$ cat config.mk
export PLATFORM = sky130hd
export DESIGN_NAME = regfile_scan_checker_trace_fifo
export DESIGN_NICKNAME = d
export VERILOG_FILES = /design/src/rtl/regfile_scan_checker_trace_fifo.sv
export SDC_FILE = /design/constraint.sdc
export NUM_CORES = 2
export LEC_CHECK = 0
export BUFFER_PORTS_ARGS = -buffer_cell sky130_fd_sc_hd__buf_2
export CORE_AREA = 2 2 611 613
export DETAILED_ROUTE_END_ITERATION = 10
export DIE_AREA = 0 0 613 615
export SYNTH_ARGS = -nofsm -noshare
export SYNTH_HDL_FRONTEND = slang
export SYNTH_SLANG_ARGS = --single-unit
$ cat constraint.sdc
create_clock -name clock -period 12.6 [get_ports clock]
set_input_delay 1.89 -clock clock [delete_from_list [all_inputs] [get_ports clock]]
set_output_delay 1.89 -clock clock [all_outputs]
set_load 0.03 [all_outputs]
$ cat src/rtl/regfile_scan_checker_trace_fifo.sv
// regfile_scan_checker_trace_fifo: sync FIFO with sticky overflow, extra pointer bit for occupancy
module regfile_scan_checker_trace_fifo #(
  parameter int W      = 53,
  parameter int LOG_AW = 6
) (
  input  logic         clock,
  input  logic         reset,
  input  logic         clr,
  input  logic         push,
  input  logic [W-1:0] din,
  input  logic         pop,
  output logic         valid,
  output logic [W-1:0] dout,
  output logic         overflow
);
  logic [W-1:0] mem [2**LOG_AW];
  logic [LOG_AW:0] wp, rp;
  logic full, pop_ok, push_ok;
  assign valid = wp != rp;
  assign full = (wp ^ rp) == {1'b1, {LOG_AW{1'b0}}};
  assign pop_ok = pop && valid;
  assign push_ok = push && (!full || pop_ok);
  assign dout = valid ? mem[rp[LOG_AW-1:0]] : '0;
  always_ff @(posedge clock or negedge reset)
    if (!reset) begin
      wp <= '0;
      rp <= '0;
      overflow <= 1'b0;
    end else if (clr) begin
      wp <= '0;
      rp <= '0;
      overflow <= 1'b0;
    end else begin
      if (push_ok) wp <= wp + (LOG_AW+1)'(1);
      if (pop_ok) rp <= rp + (LOG_AW+1)'(1);
      if (push && !push_ok) overflow <= 1'b1;
    end
  always_ff @(posedge clock)
    if (push_ok && !clr) mem[wp[LOG_AW-1:0]] <= din;
endmodule

# == Word-level counts from Yosys, hierarchy flattened ==
# Memory sizes are Yosys's and may differ from the RTL's.
# Index checks and enable logic that the tools add are counted.
# W data, S select, Z words.
# classes
n_addsub,2
n_eq_ne,2
mux,9
n_bitwise,1
reduce_logical,11
# ops
operator,n
$mux W53,1
$mux W7,4
$add A7 B1 Y7 const B,2
$eq A7 B7 Y1 const B,1
$ne A7 B7 Y1,1
$xor A7 B7 Y7,1
$reduce_bool A2 Y1,3
$logic_and A1 B1 Y1,4
$mux W1,4
$logic_not A1 Y1,3
$logic_or A1 B1 Y1,1
# word_totals
register_bits,15
mem_bits_rw,3392
inputBits,58
out_inout_bits,55
word_cells,29
memories,1
# mem_list
name,depth,word_bits,rd,rd_ports_with_merged_regs,write_ports,line,text
mem,64,53,1,0,1,16,logic [W-1:0] mem [2**LOG_AW];

# == Depth between registers and ports, before layout ==
# depth
depth_word,9
depth_mapped,11
ltp_nobuf,5

# == Worst setup path after synthesis ==
# Ideal clock, no wire load.
# synth_path
kind,input to register
start,input port clr
end,memory mem[40][0] (enable)
setup_time_ns,0.464
arrival_ns,5.234
t_required_ns,12.136
path_slack_ns,6.901
stages,5
n_path_buf,2
path_cell_list,buf_1 -> nor2_1 -> or4b_2 -> buf_2 -> nor2_1
# synth_between
elab_chain_len,4
# synth_lines
item,line,text
"start, declared",8,"input logic clr,"
$logic_not A1 Y1,39,if (push_ok && !clr) mem[wp[LOG_AW-1:0]] <= din;
$logic_and A1 B1 Y1,39,
$mux W1,39,
$mux W1 (implied by the code),39,
"end, declared",16,
# Every way passes these cells.

# == Final worst setup path ==
# layout_path
start,register rp[1]
end,output port dout[5]
# layout_between
elab_chain_len,2
elab_cells_between_ends,3
cone_classes,eq/ne: 1; mux: 1; memory: 1
# layout_lines
item,line,text
"start, declared",17,"logic [LOG_AW:0] wp, rp;"
"start signal, assigned",35,if (pop_ok) rp <= rp + (LOG_AW+1)'(1);
$mem_v2 Z64 W53 or $ne A7 B7 Y1 (tied branches),--,
$mux W53 *,23,assign dout = valid ? mem[rp[LOG_AW-1:0]] : '0;
"end, declared",13,"output logic [W-1:0] dout,"
# Mark *: on every way between the ends. The rest lies on a longest branch, timed or not.

==> flow_metrics.py <==
metrics = {
    "run_status": {
        "status": "finished clean",
    },
    "floorplanning": {
        "start_util_pct": 34.89,
        "die_w_um": 613,
        "die-area_um2": 377000,
        "row_count": 224,
        "ios": 113,
        "die_y_um": 615,
        "core_um2": 370800,
    },
    "sta": {
        "setup_viol_count_final": 0,
        "skew_ps": 36.78,
        "min_period_ps": 7865,
        "slew_violations": 0,
        "hold_violations": 0,
        "fin_crit_sh_pct": 62.42,
        "worst_pin_slew_ps": 1196,
        "rsz0062_at_grt": "false",
        "fmax_mhz": 127.2,
        "final.setup.tns_ps": 0,
        "relSlewSlack_pct": 20.09,
    },
    "setup_path": {
        "cp.required_ps": 10710,
        "end_kind": "primary output",
        "crit_family": "buffers and inverters",
        "crit_fanout": 73,
        "cp-start-kind": "flop",
        "path_class": "flop to primary output",
        "crit_top_cell": "buf_4",
        "worstPathCellList": "buf_4, buf_4, buf_4, mux4_2, a22o_1, a211oi_1, nor3_1, a22o_1, buf_2",
        "crit_arrival_ps": 5970,
        "worst-path-buf-inv": 4,
        "critPathSlowestCell": "buf_4",
        "max_stage_delay_ps": 940,
    },
    "logic_synthesis": {
        "syn_nets": 5649,
        "synth_seq_cells": 3407,
        "synth_common_cells": "edfxtp_1, mux4_2, mux2i_1",
        "synthArstFlopShare_pct": 0.4403,
        "yosysWarnings": 0,
        "yosysTopAreaCell": "edfxtp_1",
        "synth_top_area_share_pct": 78.73,
        "synth.avg_cell_area_um2": 23.15,
        "yosysMostFrequentCell": "edfxtp_1",
        "synth_area_um2": 129400,
        "synth-seq-area-share_pct": 79.02,
        "netlist_top_cells_area": "edfxtp_1, mux4_2, mux2i_1",
        "yosys.cell_types.count": 55,
        "synthCells": 5589,
        "synthFlopType": "edfxtp_1",
        "synth_edf_count": 3392,
    },
    "clock_tree": {
        "cts_tree": "built",
        "cts.clk_slew.worst_paths_ps": 60,
        "cts_buffer_depth": 4,
        "cts-root-buf": "clkbuf_16",
        "post_cts_resized": 0,
        "clk-insertion-delay-late_ps": 900,
        "cts_hold_buf": 0,
        "cts.sinks": 3407,
        "postCtsSetupBuffers": 0,
        "cts_made_buffers": 334,
        "cts_max_level": 5,
    },
    "pwr": {
        "clkPwrFrac_pct": 38.7,
        "p_switching_mw": 5.674,
        "leakage_nw": 43.24,
        "p_seq_share_pct": 50.7,
        "switching_share_pct": 22.98,
        "pwr-share-comb_pct": 10.6,
        "p_total_mw": 24.69,
        "max-vdd-ir-drop_mv": 0.1487,
        "power_density_nw_per_um2": 168.5,
        "internal_power_mw": 19.02,
    },
    "detailed_routing": {
        "first_iter_violations": 9155,
        "via_per_inst": 5.748,
        "drc": 0,
        "vias": 63939,
        "wl_per_cell_um": 33.32,
        "wl_um": 370600,
        "ant_nets": 0,
        "dr.pass1.iters": 8,
    },
    "job": {
        "drv_cap": 0,
    },
    "placed_design": {
        "place_inst": 10526,
        "gp_congestion": 0.7780,
        "numPortBuffers": 112,
        "hpwl_um": 197400,
        "post_dp_cell_area_um2": 136300,
    },
    "finish": {
        "drive_gt1_share_pct": 26.07,
        "final_nets": 5950,
        "final-seq-area_um2": 102200,
        "area_growth_pct": 13.29,
        "multi_input_area_um2": 25860,
        "final_area_um2": 146600,
        "finalNonFillerCells": 11123,
        "final_util_pct": 39.53,
        "fillers": 32371,
    },
    "grt": {
        "use_met1_pct": 27.02,
        "globalRoute.busiestLayer": "met2",
        "grt_max_degree": 112,
        "antenna_found_initial": 43,
        "gr-total-overflow": 0,
        "track_usage_pct": 19.30,
        "met3_usage_pct": 3.339,
        "grt_use_met2_pct": 30.90,
        "grt_pass1_wl_um": 509800,
        "grt_pass1_vias": 63072,
    },
    "hold_path": {
        "holdCritPathClass": "flop to flop",
    },
}
registers in the layout, indices dropped and copies added (netlist names):
register / flops
rp: 7
overflow: 1
wp: 7
mem: 3392
layout make-up:
class / count / area share, %
tap: 4972 / 4.245
clock buffer: 410 / 5.956
multi-input combinational: 1852 / 17.65
sequential: 3407 / 69.77
antenna: 10 / 0.01707
inverter: 1 / 0.002561
timing repair buffer: 294 / 1.332
clock inverter: 177 / 1.033
final timing paths:
path                             from           to  slack, ps  depth (start not counted)
worst min register to register  wp[6]        wp[6]        590                          2
min in group asynchronous       reset        wp[5]        920                          1
worst min-delay path            wp[6]        wp[6]        590                          2
max in group asynchronous       reset        rp[0]      11360                          1
worst max-delay path            rp[1]      dout[5]       4740                          9
worst max register to register  rp[2]  mem[15][18]       5720                          9
per-layer routing:
metal	vias to the layer above	wire length (um)
li1	24770	-
met1	35062	147400
met2	3446	177000
met3	655	34150
met4	6	11970
met5	-	46
power groups by stage:
stage | clock network (mW) | registers, mW | logic (mW)
2_1_floorplan | 0 | 12.7 | 2.01
3_3_place_gp | 0 | 12.8 | 2.64
3_5_place_dp | 0 | 12.8 | 2.67
4_1_cts | 9.69 | 12.5 | 2.67
5_1_grt | 10.1 | 12.5 | 2.80
6_report | 9.57 | 12.5 | 2.61
cell families (layout without fill, tap and decap cells):
group / count (synthesis) / in the layout / share of synthesized area, %
muxes: 1017 / 1017 / 15.25
AOI/OAI and AO/OA: 573 / 573 / 3.210
and+or+nand+nor: 242 / 242 / 0.9198
other: 0 / 10 / 0
buffers and inverters: 330 / 882 / 1.453
xor gates and xnor gates: 18 / 18 / 0.1219
adders and majority gates: 2 / 2 / 0.01934
DFF: 3407 / 3407 / 79.02
through the flow:
step                hold WS (ps)  setup WS [ps]
floorplan                  524.7           6901
global placement           547.7           5595
detailed placement         573.0           5598
CTS                        581.8           4656
global route               628.9           4411
finish                     588.8           4735
cells in the final DEF, fill, tap and decap left out, types with 6 or more instances in the layout:
cell type   instances
buf_2             112
clkbuf_16         338
a21oi_1            69
mux2_2             14
mux4_2            762
nor2b_1            26
nor2_1             16
nor2_4             67
clkinv_2           53
bufinv_16          21
dfrtp_1            10
a22o_1             72
a211oi_1           74
buf_4             180
o41ai_1            14
clkbuf_1           72
nand3b_1            7
mux2i_1           241
diode_2            10
a22oi_1            24
edfxtp_1         3392
clkinvlp_4          6
a2111o_1           13
o22ai_1           173
a221oi_1           14
clkinv_1           78
o21ai_0            16
o221ai_1           86
xnor2_1             9
xor2_1              9
nor3_1             56
nand2_1            27
inv_6               8
worst min-delay path, delay by kind of cell (launching register included):
family	cells	cell delay, ps
compound gates	2	140
flops	1	410
(Power assumes the default switching activity.)
